==> src/rtl/ay_bus_master_if.sv <==
// Command port and AY/YM bus pins of the Turbosound-FM bus initiator.
// The master modport is the initiator side; slave is the command source plus target pins.
interface ay_bus_master_if;
    logic       CMD_VALID;
    logic       CMD_READY;
    logic [1:0] CMD_OP;
    logic [7:0] CMD_ADDR;
    logic [7:0] CMD_DATA;
    logic       BDIR;
    logic       BC;
    logic [7:0] BUS_DO;
    logic [7:0] BUS_DI;
    logic       RD_VALID;
    logic [7:0] RD_DATA;
    logic       ERR;
    logic       BUSY;

    modport master (
        input  CMD_VALID, CMD_OP, CMD_ADDR, CMD_DATA, BUS_DI,
        output CMD_READY, BDIR, BC, BUS_DO, RD_VALID, RD_DATA, ERR, BUSY
    );

    modport slave (
        output CMD_VALID, CMD_OP, CMD_ADDR, CMD_DATA, BUS_DI,
        input  CMD_READY, BDIR, BC, BUS_DO, RD_VALID, RD_DATA, ERR, BUSY
    );
endinterface

==> src/rtl/ay_bus_master.sv <==
// Queued command stream to AY/YM BDIR/BC bus phases, each phase long enough for a
// two-flop synchroniser plus BDIR edge detector at the target.
//
// state | meaning
// IDLE  | waiting for FIFO entry; pop and decode
// ADDR  | address latch, BDIR=1 BC=1
// GAP1  | bus inactive after address
// DATA  | write strobe, BDIR=1 BC=0
// RDPH  | read strobe, BDIR=0 BC=1, BUS_DI captured on last cycle
// GAP2  | bus inactive after data/read
module ay_bus_master #(
    parameter int unsigned PHASE_CYC  = 4,
    parameter int unsigned FIFO_DEPTH = 4
) (
    input  logic            CLK,
    input  logic            RESET_s,
    ay_bus_master_if.master bus
);
    localparam int unsigned  AW        = $clog2(FIFO_DEPTH);
    localparam logic [7:0]   PHASE_LD  = 8'(PHASE_CYC);
    localparam logic [AW:0]  FIFO_FULL = (AW+1)'(FIFO_DEPTH);
    localparam logic [AW:0]  CNT_ONE   = (AW+1)'(1);
    localparam logic [AW-1:0] PTR_ONE  = (AW)'(1);
    localparam logic [1:0]   OP_WR     = 2'b00;
    localparam logic [1:0]   OP_RD     = 2'b01;
    localparam logic [1:0]   OP_CTL    = 2'b10;

    typedef enum logic [2:0] {
        S_IDLE, S_ADDR, S_GAP1, S_DATA, S_RDPH, S_GAP2
    } state_t;

    logic [17:0]   fifo_mem [FIFO_DEPTH];
    logic [AW-1:0] wr_ptr_q, rd_ptr_q;
    logic [AW:0]   count_q, count_d;
    logic          push, pop;
    logic [1:0]    head_op;
    logic [7:0]    head_addr, head_data;

    state_t     state_q, state_d;
    logic [7:0] cnt_q, cnt_d;
    logic [1:0] op_q, op_d;
    logic [7:0] data_q, data_d;
    logic       bdir_q, bdir_d, bc_q, bc_d;
    logic [7:0] do_q, do_d;
    logic       rd_valid_q, rd_valid_d;
    logic [7:0] rd_data_q, rd_data_d;
    logic       err_q, err_d;
    logic       busy_q, busy_d;
    logic       ready_q, ready_d;

    // READY comes from the registered count, so a same-cycle pop never admits a push into a full FIFO
    assign push = bus.CMD_VALID & ready_q;
    assign {head_op, head_addr, head_data} = fifo_mem[rd_ptr_q];

    always_ff @(posedge CLK) begin
        if (push) fifo_mem[wr_ptr_q] <= {bus.CMD_OP, bus.CMD_ADDR, bus.CMD_DATA};
    end

    always_comb begin
        state_d    = state_q;
        cnt_d      = cnt_q;
        op_d       = op_q;
        data_d     = data_q;
        bdir_d     = bdir_q;
        bc_d       = bc_q;
        do_d       = do_q;
        rd_data_d  = rd_data_q;
        rd_valid_d = 1'b0;
        err_d      = 1'b0;
        pop        = 1'b0;
        if (state_q != S_IDLE) cnt_d = cnt_q - 8'd1;

        case (state_q)
            S_IDLE: begin
                if (count_q != '0) begin
                    pop    = 1'b1;
                    op_d   = head_op;
                    data_d = head_data;
                    // Write addresses 0xF8-0xFF would alias a control byte on the bus
                    if (head_op == 2'b11 || (head_op == OP_WR && head_addr[7:3] == 5'b11111)) begin
                        err_d = 1'b1;
                    end else begin
                        state_d = S_ADDR;
                        cnt_d   = PHASE_LD;
                        bdir_d  = 1'b1;
                        bc_d    = 1'b1;
                        do_d    = (head_op == OP_CTL) ? {5'b11111, head_data[2:0]} : head_addr;
                    end
                end
            end
            S_ADDR: begin
                if (cnt_q == 8'd1) begin
                    state_d = S_GAP1;
                    cnt_d   = PHASE_LD;
                    bdir_d  = 1'b0;
                    bc_d    = 1'b0;
                end
            end
            S_GAP1: begin
                if (cnt_q == 8'd1) begin
                    cnt_d = PHASE_LD;
                    if (op_q == OP_WR) begin
                        state_d = S_DATA;
                        bdir_d  = 1'b1;
                        do_d    = data_q;
                    end else if (op_q == OP_RD) begin
                        state_d = S_RDPH;
                        bc_d    = 1'b1;
                    end else begin
                        state_d = S_IDLE;
                    end
                end
            end
            S_DATA: begin
                if (cnt_q == 8'd1) begin
                    state_d = S_GAP2;
                    cnt_d   = PHASE_LD;
                    bdir_d  = 1'b0;
                end
            end
            S_RDPH: begin
                if (cnt_q == 8'd1) begin
                    state_d    = S_GAP2;
                    cnt_d      = PHASE_LD;
                    bc_d       = 1'b0;
                    rd_data_d  = bus.BUS_DI;
                    rd_valid_d = 1'b1;
                end
            end
            S_GAP2: begin
                if (cnt_q == 8'd1) state_d = S_IDLE;
            end
            default: state_d = S_IDLE;
        endcase

        count_d = count_q;
        if (push && !pop)      count_d = count_q + CNT_ONE;
        else if (pop && !push) count_d = count_q - CNT_ONE;
        busy_d  = (count_d != '0) || (state_d != S_IDLE);
        ready_d = (count_d != FIFO_FULL);
    end

    always_ff @(posedge CLK or posedge RESET_s) begin
        if (RESET_s) begin
            wr_ptr_q   <= '0;
            rd_ptr_q   <= '0;
            count_q    <= '0;
            state_q    <= S_IDLE;
            cnt_q      <= '0;
            op_q       <= '0;
            data_q     <= '0;
            bdir_q     <= 1'b0;
            bc_q       <= 1'b0;
            do_q       <= '0;
            rd_valid_q <= 1'b0;
            rd_data_q  <= '0;
            err_q      <= 1'b0;
            busy_q     <= 1'b0;
            ready_q    <= 1'b1;
        end else begin
            if (push) wr_ptr_q <= wr_ptr_q + PTR_ONE;
            if (pop)  rd_ptr_q <= rd_ptr_q + PTR_ONE;
            count_q    <= count_d;
            state_q    <= state_d;
            cnt_q      <= cnt_d;
            op_q       <= op_d;
            data_q     <= data_d;
            bdir_q     <= bdir_d;
            bc_q       <= bc_d;
            do_q       <= do_d;
            rd_valid_q <= rd_valid_d;
            rd_data_q  <= rd_data_d;
            err_q      <= err_d;
            busy_q     <= busy_d;
            ready_q    <= ready_d;
        end
    end

    assign bus.CMD_READY = ready_q;
    assign bus.BDIR      = bdir_q;
    assign bus.BC        = bc_q;
    assign bus.BUS_DO    = do_q;
    assign bus.RD_VALID  = rd_valid_q;
    assign bus.RD_DATA   = rd_data_q;
    assign bus.ERR       = err_q;
    assign bus.BUSY      = busy_q;
endmodule

==> src/flat_wrapper.sv <==
// flat-port wrapper written by rule: the top's interface ports become plain ports
module ay_bus_master_flat 
#(
    parameter int unsigned PHASE_CYC  = 4,
    parameter int unsigned FIFO_DEPTH = 4
)
  (CLK, RESET_s, bus_CMD_VALID, bus_CMD_OP, bus_CMD_ADDR, bus_CMD_DATA, bus_BUS_DI, bus_CMD_READY, bus_BDIR, bus_BC, bus_BUS_DO, bus_RD_VALID, bus_RD_DATA, bus_ERR, bus_BUSY);
  ay_bus_master_if bus_i ();
  input  logic CLK;
  input  logic RESET_s;
  input wire logic [$bits(bus_i.CMD_VALID)-1:0] bus_CMD_VALID;
  input wire logic [$bits(bus_i.CMD_OP)-1:0] bus_CMD_OP;
  input wire logic [$bits(bus_i.CMD_ADDR)-1:0] bus_CMD_ADDR;
  input wire logic [$bits(bus_i.CMD_DATA)-1:0] bus_CMD_DATA;
  input wire logic [$bits(bus_i.BUS_DI)-1:0] bus_BUS_DI;
  output wire logic [$bits(bus_i.CMD_READY)-1:0] bus_CMD_READY;
  output wire logic [$bits(bus_i.BDIR)-1:0] bus_BDIR;
  output wire logic [$bits(bus_i.BC)-1:0] bus_BC;
  output wire logic [$bits(bus_i.BUS_DO)-1:0] bus_BUS_DO;
  output wire logic [$bits(bus_i.RD_VALID)-1:0] bus_RD_VALID;
  output wire logic [$bits(bus_i.RD_DATA)-1:0] bus_RD_DATA;
  output wire logic [$bits(bus_i.ERR)-1:0] bus_ERR;
  output wire logic [$bits(bus_i.BUSY)-1:0] bus_BUSY;
  assign bus_i.CMD_VALID = bus_CMD_VALID;
  assign bus_i.CMD_OP = bus_CMD_OP;
  assign bus_i.CMD_ADDR = bus_CMD_ADDR;
  assign bus_i.CMD_DATA = bus_CMD_DATA;
  assign bus_i.BUS_DI = bus_BUS_DI;
  assign bus_CMD_READY = bus_i.CMD_READY;
  assign bus_BDIR = bus_i.BDIR;
  assign bus_BC = bus_i.BC;
  assign bus_BUS_DO = bus_i.BUS_DO;
  assign bus_RD_VALID = bus_i.RD_VALID;
  assign bus_RD_DATA = bus_i.RD_DATA;
  assign bus_ERR = bus_i.ERR;
  assign bus_BUSY = bus_i.BUSY;
  ay_bus_master #(.PHASE_CYC(PHASE_CYC), .FIFO_DEPTH(FIFO_DEPTH)) u_core (.CLK(CLK), .RESET_s(RESET_s), .bus(bus_i));
endmodule
==> config.mk <==
export PLATFORM = sky130hd
export DESIGN_NAME = ay_bus_master_flat
export DESIGN_NICKNAME = d
export VERILOG_FILES = /design/src/rtl/ay_bus_master_if.sv /design/src/rtl/ay_bus_master.sv /design/src/flat_wrapper.sv
export SDC_FILE = /design/constraint.sdc
export NUM_CORES = 1
export LEC_CHECK = 0
export BUFFER_PORTS_ARGS = -buffer_cell sky130_fd_sc_hd__buf_2
export CAP_MARGIN = 40
export CORE_ASPECT_RATIO = 0.75
export CORE_MARGIN = 2
export CORE_UTILIZATION = 55
export CTS_CLUSTER_DIAMETER = 150
export CTS_CLUSTER_SIZE = 24
export DETAILED_ROUTE_END_ITERATION = 8
export HOLD_SLACK_MARGIN = 0.05
export PLACE_DENSITY_LB_ADDON = 0.08
export SYNTH_ARGS = -nofsm -noshare
export SYNTH_HDL_FRONTEND = slang
export SYNTH_SLANG_ARGS = --single-unit
export TNS_END_PERCENT = 1
==> constraint.sdc <==
create_clock -name CLK -period 3.85 [get_ports CLK]
set_input_delay 0.385 -clock CLK [delete_from_list [all_inputs] [get_ports CLK]]
set_output_delay 0.385 -clock CLK [all_outputs]
set_load 0.03 [all_outputs]
==> qor.txt, run 1 <==
WL final = 10400 µm
Post-DP HPWL = 7040 µm
Setup TNS = 0 ns
Critical path, cell by cell = nor4_1 > and2_1 > mux2_2 > a221o_1 > or4b_1
Vias/cell = 5.55
Minimum clock period = 2.73 ns
Vias in the first global route = 3075
TritonCTS Buffers = 17
Clock latency on the worst-skew pair = 0.41 ns
Worst setup margin = 1.12 ns
Drt drc = 0
Fin. Hold Viols = 0
Chip width = 116 µm
Vias = 3164
CP Capture Point = u_core.bus.BUSY
Die area = 10100 µm²
Max-cap violations = 0
Clock buffer depth = 2
Clock tree from TritonCTS = done
IO Port Bufs = 50
Layout Utilization = 0.687
Root buffer cell = clkbuf_16
CP peak stage delay = 0.60 ns
Die Y = 87.7 µm
Slew Limit Headroom = 0.522
ANT cells = 0
# hold bufs at CTS = 1
RSZ-0062 raised after global routing = false
Tot Pwr = 5.41 mW
Post-CTS Setup Inserts = 0
Drt wl/cell = 18.2 µm
Crit-path max FO = 8
Setup Skew = 0.00700 ns
Number of nets in the layout = 467
Synth Area in Simple Gates = 0.113
Synth Register Bits = 122
Final Max Slew Viols = 0
Max H-tree Level = 4
Syn avg cell area = 14.1 µm²
Post-synthesis share of cell area spent on xor and xnor gates = 0.0188
Post-synthesis sequential area ratio = 0.665
Post-placement setup slack = 1.13 ns
Synth Area in Adders = 0.0219
Core Footprint = 9050 µm²
Pre-Repair DR Iteration Count = 5
Mapped Cells = 364
R2R setup slack = 1.12 ns
Top Family by Delay on Critical Path = simple AND/OR/NAND/NOR gates
Largest net degree at the start of global routing = 29
Worst-path cell with the longest stage delay = nor4_1
Synth Area in Compound Gates = 0.0510
Final Cycle Share = 0.709
Post-synth EDFFs = 72
Status = completed
Cell Rows = 30
DR WL met3 = 624 µm
Cell area after synthesis = 5130 µm²
ANT nets after route = 0
Final cell count without fillers = 570
Hold Crit Class = in2reg
Fraction of registers with async set/reset = 0.410
Syn_nets = 402
GPL Wtd Cong = 0.875
Final Setup Violations = 0
Critical Path RT = 4.13 ns
WP buf/inv = 0
Top metal layer carrying routed signals = met4
Area grow syn2layout = 21.2%
Cells on worst reg2reg path = 5
Total grt overflow = 0
Total track usage = 0.222
RR Endpoint = u_core.bus.BUSY
Share of cells above drive strength 1 = 0.262
Post-synthesis mux area share = 0.110
Main synth FF type = edfxtp_1
Initial core utilization = 0.567
I/O pin count = 51
Hold depth = 3
First-pass GRT wire length = 16200 µm
Max IR drop VDD = 0.479 mV
Metal1 wirelength = 4940 µm
Largest family of logic cells by synthesized area = simple AND/OR/NAND/NOR gates
Worst setup path startpoint = u_core.cnt_q[3]
Setup crit end kind = flip-flop
Crit path launch type = flip-flop
Synth cell types = 49
Worst R2R Start = u_core.cnt_q[3]
Initial antenna violation count = 0
Crit path DAT = 3.01 ns
Worst-path clk slew = 0.06 ns
Setup CP Type = reg2reg
F_max = 366 MHz
Lkg Pwr = 2.47 nW
Resized Gates After CTS = 0
Levels on crit path = 5
Pwr dens = 871 nW/µm²
Worst slew pin tran = 0.716 ns
Initial drt markers = 249
DR WL met2 = 4680 µm
CTS Sinks = 122
Yosys warning count = 0
Placed Cells = 537
[final cells by class]
| class | instances | area (µm²) |
|---|---|---|
| flip-flops and latches | 122 | 3410 |
| inverters | 10 | 37.5 |
| clock inverters | 15 | 199 |
| clock buffers | 17 | 425 |
| repair buffers | 61 | 365 |
| multi-input cells | 217 | 1620 |
| fillers | 617 | 2830 |
| well taps | 128 | 160 |
[cell families after synthesis]
family | count (synthesis)
buf+inv | 25
xor+xnor | 11
fa+ha+maj | 9
simple gates | 130
flops | 122
mux | 30
compound gates | 37
[cell usage after synthesis, types with 3 or more instances]
library cell / number / area [µm²]
edfxtp_1: 72 / 2160
mux2i_1: 3 / 30.0
mux2_2: 9 / 101
dfrtp_1: 49 / 1230
nand2_1: 78 / 293
mux4_2: 11 / 248
xnor2_1: 8 / 70.1
nor4_1: 3 / 18.8
nor3_1: 3 / 15.0
mux4_1: 7 / 184
nor2_1: 19 / 71.3
xor2_1: 3 / 26.3
and2_1: 3 / 18.8
inv_1: 10 / 37.5
a21oi_1: 6 / 30.0
and3_1: 5 / 31.3
nand3_1: 3 / 15.0
ha_1: 9 / 113
o21ai_0: 13 / 65.1
clkbuf_1: 13 / 48.8
[where the power goes]
group / total, mW / switching (mW) / internal [mW]
clock: 1.65 / 0.574 / 1.08
sequential: 2.02 / 0.252 / 1.76
combinational: 1.74 / 1.02 / 0.727
total: 5.41 / 1.84 / 3.57
[flip-flops by register name, summed over array words and instances, names as in the netlist, 3 cells and up]
register            count
u_core.data_q           8
u_core.fifo_mem        72
u_core.bus.BUS_DO       8
u_core.bus.RD_DATA      8
u_core.cnt_q            8
u_core.state_q          3
u_core.count_q          3
[worst min path at each step]
| stage | slack [ns] | endpoint | from |
|---|---|---|---|
| 5_1_grt | 0.16 | u_core.bus.RD_DATA[1] | bus_BUS_DI[1] |
| 2_1_floorplan | 0.45 | u_core.data_q[3] | u_core.data_q[3] |
| 3_5_place_dp | 0.45 | u_core.bus.RD_DATA[2] | u_core.bus.RD_DATA[2] |
| 3_3_place_gp | 0.45 | u_core.bus.RD_DATA[1] | u_core.bus.RD_DATA[1] |
| 6_report | 0.17 | u_core.bus.RD_DATA[6] | bus_BUS_DI[6] |
| 4_1_cts | 0.16 | u_core.bus.RD_DATA[5] | bus_BUS_DI[5] |
[worst register-to-register path: cells and delay by family, from the launching register on]
family             cells  cell delay, ns
and+or+nand+nor        3            1.50
muxes                  1            0.37
AOI/OAI and AO/OA      1            0.31
DFF                    1            0.43
[per-layer routing]
metal,vias up,track usage
met4,0,0.0832
met5,-,0
met3,14,0.0616
met1,1573,0.330
met2,104,0.318
li1,1473,-
[metrics by stage]
stage	hold slack, ns	cell area, µm²
after global routing	0.161	6220
after floorplan	0.446	5130
final	0.173	6220
after CTS	0.160	6220
after detailed placement	0.454	5580
after global placement	0.446	5520
[placed cells by master (no fill, tap or decap), types with 2 or more instances in the layout]
master	count
nand2_1	78
edfxtp_1	72
buf_2	50
dfrtp_1	49
nor2_1	19
clkbuf_16	17
o21ai_0	13
mux4_2	11
mux2_2	9
inv_1	9
ha_1	9
xnor2_1	8
mux4_1	7
a21oi_1	6
buf_4	6
and3_1	5
bufinv_16	4
clkinvlp_4	4
buf_8	4
mux2i_1	3
nand3_1	3
nor4_1	3
and2_1	3
nor3_1	3
xor2_1	3
clkinv_4	3
nor3b_1	2
or3_1	2
nor2b_1	2
a32o_1	2
nand2b_1	2
nand3b_1	2
o41ai_1	2
a211oi_1	2
clkinv_2	2
Note: power is estimated with default switching activity, not from simulation.
==> run 2: changes to the inputs <==
clock period = 2.8 ns   (was 3.85 ns; I/O delays follow)
==> qor.txt, run 2 (synthesis results as in run 1) <==
Post-CTS Setup Inserts = 0 (unchanged)
Initial drt markers = 121 (was 249)
Worst-path clk slew = 0.05 ns (was 0.06 ns)
Hold_sp = bus_BUS_DI[3] (was bus_BUS_DI[6])
Final Setup Violations = 0 (unchanged)
Pwr dens = 1190 nW/µm² (was 871 nW/µm²)
Fin. Hold Viols = 0 (unchanged)
Setup TNS = 0 ns (unchanged)
Drt drc = 0 (unchanged)
Commonest non-fill, non-tap cell in the layout = nand2_1 (unchanged)
Fin area = 6240 µm² (was 6220 µm²)
ANT nets after route = 0 (unchanged)
Slew Limit Headroom = 0.567 (was 0.522)
Share of cells above drive strength 1 = 0.269 (was 0.262)
Layout Utilization = 0.690 (was 0.687)
Die Y = 87.7 µm (unchanged)
CTS Sinks = 122 (unchanged)
Total grt overflow = 0 (unchanged)
Die area = 10100 µm² (unchanged)
Max-cap violations = 0 (unchanged)
First-pass GRT wire length = 15600 µm (was 16200 µm)
Final Cycle Share = 0.904 (was 0.709)
Crit path DAT = 2.80 ns (was 3.01 ns)
Fill cell count = 623 (was 617)
Vias in the first global route = 3061 (was 3075)
Status = completed (unchanged)
Worst hold slack = 0.0704 ns (was 0.173 ns)
Tot Pwr = 7.43 mW (was 5.41 mW)
Root buffer cell = clkbuf_16 (unchanged)
Clock buffer depth = 2 (unchanged)
Crit path launch type = flip-flop (unchanged)
Clock latency on the worst-skew pair = 0.40 ns (was 0.41 ns)
Max IR drop VDD = 0.629 mV (was 0.479 mV)
Final Max Slew Viols = 0 (unchanged)
RSZ-0062 raised after global routing = false (unchanged)
ANT cells = 0 (unchanged)
TritonCTS Buffers = 17 (unchanged)
Resized Gates After CTS = 0 (unchanged)
Final cell count without fillers = 578 (was 570)
Worst slew pin tran = 0.643 ns (was 0.716 ns)
Setup Skew = 0.00767 ns (was 0.00700 ns)
WL final = 9750 µm (was 10400 µm)
Number of nets in the layout = 475 (was 467)
Post-placement setup slack = 0.252 ns (was 1.13 ns)
Most frequent cells in the layout = nand2_1 (78), edfxtp_1 (72), buf_2 (50) (unchanged)
F_max = 395 MHz (was 366 MHz)
Pre-Repair DR Iteration Count = 4 (was 5)
Chip width = 116 µm (unchanged)
Setup crit end kind = flip-flop (unchanged)
Register with the most flip-flops = u_core.fifo_mem (unchanged)
Hold Crit Class = in2reg (unchanged)
Clock tree from TritonCTS = done (unchanged)
Cell Rows = 30 (unchanged)
Total track usage = 0.213 (was 0.222)
Area grow syn2layout = 21.7% (was 21.2%)
Worst R2R Start = u_core.rd_ptr_q[0] (was u_core.cnt_q[3])
IO Port Bufs = 50 (unchanged)
Worst setup margin = 0.270 ns (was 1.12 ns)
GPL Wtd Cong = 0.893 (was 0.875)
Post-DP HPWL = 6610 µm (was 7040 µm)
Max FFs per register = 72 (unchanged)
Initial antenna violation count = 0 (unchanged)
Vias = 3117 (was 3164)
I/O pin count = 51 (unchanged)
Minimum clock period = 2.53 ns (was 2.73 ns)
Core Footprint = 9050 µm² (unchanged)
Critical Path RT = 3.07 ns (was 4.13 ns)
Vias/cell = 5.39 (was 5.55)
Setup CP Type = reg2reg (unchanged)
Largest net degree at the start of global routing = 44 (was 29)
Crit-path max FO = 9 (was 8)
Dpl cell area = 5610 µm² (was 5580 µm²)
Lkg Pwr = 2.51 nW (was 2.47 nW)
Initial core utilization = 0.567 (unchanged)
Drt wl/cell = 16.9 µm (was 18.2 µm)
Placed Cells = 545 (was 537)
Worst setup path startpoint = u_core.rd_ptr_q[0] (was u_core.cnt_q[3])
Max H-tree Level = 4 (unchanged)
==> run 2: worst max-delay path, cell delays in order (launching register included) <==
cell and delay [ns]:
dfrtp_1 0.59, mux4_2 0.64, nor2_4 0.17, a31oi_4 0.12, a221o_1 0.39, or4b_1 0.50
==> run 2: repair_timing <==
action | 4_1_cts | 5_1_grt
hold buffers | 1 | 0
endpoints found under the hold margin | 7 | 0
endpoints found under the setup margin | 0 | 0
==> run 2: final timing paths <==
check	cells after the start	slack (ns)	end
worst max-delay path	5	0.27	u_core.bus.BUSY
worst min-delay path	3	0.07	u_core.bus.RD_DATA[3]
worst max register to register	5	0.27	u_core.bus.BUSY
worst min register to register	2	0.46	u_core.bus.RD_DATA[1]
max in group asynchronous	4	1.69	u_core.bus.BUS_DO[7]
min in group asynchronous	3	0.32	u_core.bus.RD_DATA[7]
==> run 2: layout make-up <==
cell class	count	area (µm²)	share of cell area
well taps	128	160	0.0257
clock inverters	7	113	0.0180
multi-input cells	217	1620	0.259
clock buffers	25	507	0.0812
inverters	10	37.5	0.00601
repair buffers	69	395	0.0633
flip-flops and latches	122	3410	0.547
==> run 2: metal layers <==
layer / share of wire / up-vias / global-route usage
met5: 0 / - / 0
met4: 0.017 / 0 / 0.0964
met3: 0.061 / 15 / 0.0637
met1: 0.49 / 1529 / 0.310
li1: - / 1478 / -
met2: 0.43 / 95 / 0.301
==> run 2: power breakdown <==
| group | total, mW | switching (mW) | internal [mW] | leakage, nW |
|---|---|---|---|---|
| combinational | 2.44 | 1.39 | 1.05 | 0.979 |
| clock | 2.23 | 0.713 | 1.52 | 0.302 |
| sequential | 2.76 | 0.331 | 2.43 | 1.23 |
| total | 7.43 | 2.43 | 4.99 | 2.51 |
==> run 3: changes to the inputs <==
ABC_AREA = 1   (was not set)
PLACE_DENSITY = 0.76   (was not set)
PLACE_DENSITY_LB_ADDON = not set   (was 0.08)
==> qor.txt, run 3 <==
Status = completed (unchanged)
Total track usage = 0.232 (was 0.213)
Cell area after synthesis = 5400 µm² (was 5130 µm²)
Post-CTS Setup Inserts = 0 (unchanged)
Die Y = 89.8 µm (was 87.7 µm)
Clock tree from TritonCTS = done (unchanged)
Drt wl/cell = 15.2 µm (was 16.9 µm)
F_max = 451 MHz (was 395 MHz)
Syn avg cell area = 10.1 µm² (was 14.1 µm²)
Setup CP Type = reg2reg (unchanged)
Register with the most flip-flops = u_core.fifo_mem (unchanged)
Most frequent cells in the layout = nand2_1 (177), edfxtp_1 (72), buf_2 (50) (was nand2_1 (78), edfxtp_1 (72), buf_2 (50))
Drt drc = 0 (unchanged)
Initial antenna violation count = 0 (unchanged)
Share of cells above drive strength 1 = 0.195 (was 0.269)
Fraction of registers with async set/reset = 0.410 (unchanged)
Hold Crit Class = in2reg (unchanged)
Total grt overflow = 0 (unchanged)
Final cell count without fillers = 743 (was 578)
Initial drt markers = 326 (was 121)
Commonest non-fill, non-tap cell in the layout = nand2_1 (unchanged)
Crit-path max FO = 18 (was 9)
Top post-synthesis cells by area = edfxtp_1 (40%), dfrtp_1 (23%), nand2_1 (12%) (was edfxtp_1 (42%), dfrtp_1 (24%), nand2_1 (5.7%))
Fin. Hold Viols = 0 (unchanged)
Max H-tree Level = 4 (unchanged)
Synth top cells by count = nand2_1 (177), edfxtp_1 (72), dfrtp_1 (49) (was nand2_1 (78), edfxtp_1 (72), dfrtp_1 (49))
ANT nets after route = 0 (unchanged)
Synth Register Bits = 122 (unchanged)
Area grow syn2layout = 18.8% (was 21.7%)
Crit path DAT = 2.51 ns (was 2.80 ns)
Hold endpoint = u_core.bus.RD_DATA[1] (was u_core.bus.RD_DATA[3])
Core Footprint = 9620 µm² (was 9050 µm²)
Hold depth = 3 (unchanged)
First-pass GRT wire length = 18700 µm (was 15600 µm)
Cells on worst reg2reg path = 11 (was 5)
Worst slew pin tran = 0.566 ns (was 0.643 ns)
Slew Limit Headroom = 0.623 (was 0.567)
Synth cell types = 33 (was 49)
Vias/cell = 5.37 (was 5.39)
Post-synthesis sequential area ratio = 0.632 (was 0.665)
Chip width = 118 µm (was 116 µm)
Crit path launch type = flip-flop (unchanged)
Setup crit end kind = flip-flop (unchanged)
Lkg Pwr = 2.83 nW (was 2.51 nW)
Max IR drop VDD = 0.539 mV (was 0.629 mV)
GPL Wtd Cong = 0.869 (was 0.893)
ANT cells = 0 (unchanged)
Area leader, netlist = edfxtp_1 (unchanged)
IO Port Bufs = 50 (unchanged)
Final Setup Violations = 0 (unchanged)
Clock latency on the worst-skew pair = 0.41 ns (was 0.40 ns)
Worst R2R Start = u_core.rd_ptr_q[0] (unchanged)
Minimum clock period = 2.22 ns (was 2.53 ns)
Setup Skew = 0.00550 ns (was 0.00767 ns)
Main synth FF type = edfxtp_1 (unchanged)
Cell Rows = 31 (was 30)
Setup TNS = 0 ns (unchanged)
Vias = 3993 (was 3117)
Dpl cell area = 5820 µm² (was 5610 µm²)
Cell with the most instances after synthesis = nand2_1 (unchanged)
Post-synth EDFFs = 72 (unchanged)
Placed Cells = 710 (was 545)
I/O pin count = 51 (unchanged)
# hold bufs at CTS = 1 (unchanged)
Max-cap violations = 0 (unchanged)
Die area = 10600 µm² (was 10100 µm²)
CTS Sinks = 122 (unchanged)
Synth top area share = 0.400 (was 0.421)
Clock buffer depth = 2 (unchanged)
RSZ-0062 raised after global routing = false (unchanged)
TritonCTS Buffers = 17 (unchanged)
Tot Pwr = 8.07 mW (was 7.43 mW)
Root buffer cell = clkbuf_16 (unchanged)
Post-DP HPWL = 7460 µm (was 6610 µm)
Initial core utilization = 0.561 (was 0.567)
Yosys warning count = 0 (unchanged)
Hold_sp = bus_BUS_DI[1] (was bus_BUS_DI[3])
Vias in the first global route = 3801 (was 3061)
Resized Gates After CTS = 0 (unchanged)
Max FFs per register = 72 (unchanged)
Mapped Cells = 533 (was 364)
Pwr dens = 1260 nW/µm² (was 1190 nW/µm²)
Largest net degree at the start of global routing = 39 (was 44)
Worst-path clk slew = 0.06 ns (was 0.05 ns)
Fin area = 6420 µm² (was 6240 µm²)
Critical Path RT = 3.09 ns (was 3.07 ns)
Syn_nets = 571 (was 402)
Pre-Repair DR Iteration Count = 5 (was 4)
Final Max Slew Viols = 0 (unchanged)
Final Cycle Share = 0.791 (was 0.904)
RR Endpoint = u_core.bus.BUS_DO[3] (was u_core.bus.BUSY)
Number of nets in the layout = 636 (was 475)
WL final = 11300 µm (was 9750 µm)
R2R setup slack = 0.58 ns (was 0.27 ns)
## run 3: worst max-delay path: stages (launching register included)
cell and delay (ns):
dfrtp_1 0.70, inv_2 0.26, nand2_1 0.13, nand2_1 0.06, nand2_1 0.05, nand2_1 0.12
nor2_4 0.23, inv_2 0.12, nand3_2 0.12, nand4_4 0.15, nand2_1 0.10, nand2_1 0.06
## run 3: cell type report
| type | instances | area (µm²) |
|---|---|---|
| Sequential cell | 122 | 3410 |
| Fill cell | 775 | 3200 |
| Multi-Input combinational cell | 356 | 1750 |
| Clock buffer | 17 | 425 |
| Timing Repair Buffer | 61 | 348 |
| Clock inverter | 15 | 165 |
| Tap cell | 132 | 165 |
| Inverter | 40 | 153 |
## run 3: through the flow
step                hold WS, ns  setup WS, ns   util
floorplan                 0.379         0.803      -
global placement          0.450         0.799  0.602
detailed placement        0.248         0.646  0.605
CTS                      0.0584         0.604  0.667
global route             0.0531         0.336  0.667
finish                   0.0678         0.585  0.667
## run 3: cell families after synthesis
group           synth area share
simple gates               0.227
xor+xnor                  0.0130
flops                      0.632
buf+inv                   0.0443
fa+ha+maj                 0.0209
compound gates            0.0628
## run 3: worst max-delay path by stage
stage                                    start               endpoint  slack (ns)  cells past startpoint
after floorplan           u_core.bus.CMD_READY  u_core.fifo_mem[0][0]        0.80                      2
after global placement      u_core.rd_ptr_q[0]        u_core.cnt_q[3]        0.80                     11
after detailed placement    u_core.rd_ptr_q[0]        u_core.cnt_q[0]        0.65                     11
after CTS                   u_core.rd_ptr_q[0]        u_core.cnt_q[0]        0.60                     11
after global routing        u_core.rd_ptr_q[0]   u_core.bus.BUS_DO[0]        0.34                     12
final                       u_core.rd_ptr_q[0]   u_core.bus.BUS_DO[3]        0.58                     11
## run 3: routing by layer
layer | vias to the layer above | wire length, µm | GRT usage
met5 | - | 0 | 0
met4 | 0 | 204 | 0.0853
met3 | 21 | 744 | 0.0673
met2 | 122 | 5350 | 0.358
met1 | 1938 | 5010 | 0.315
li1 | 1912 | - | -
## run 3: where the power goes
part	total (mW)	internal [mW]	switching, mW	leakage, nW
Sequential	2.77	2.46	0.309	1.24
Combinational	3.16	0.966	2.19	1.31
Clock	2.14	1.32	0.820	0.283
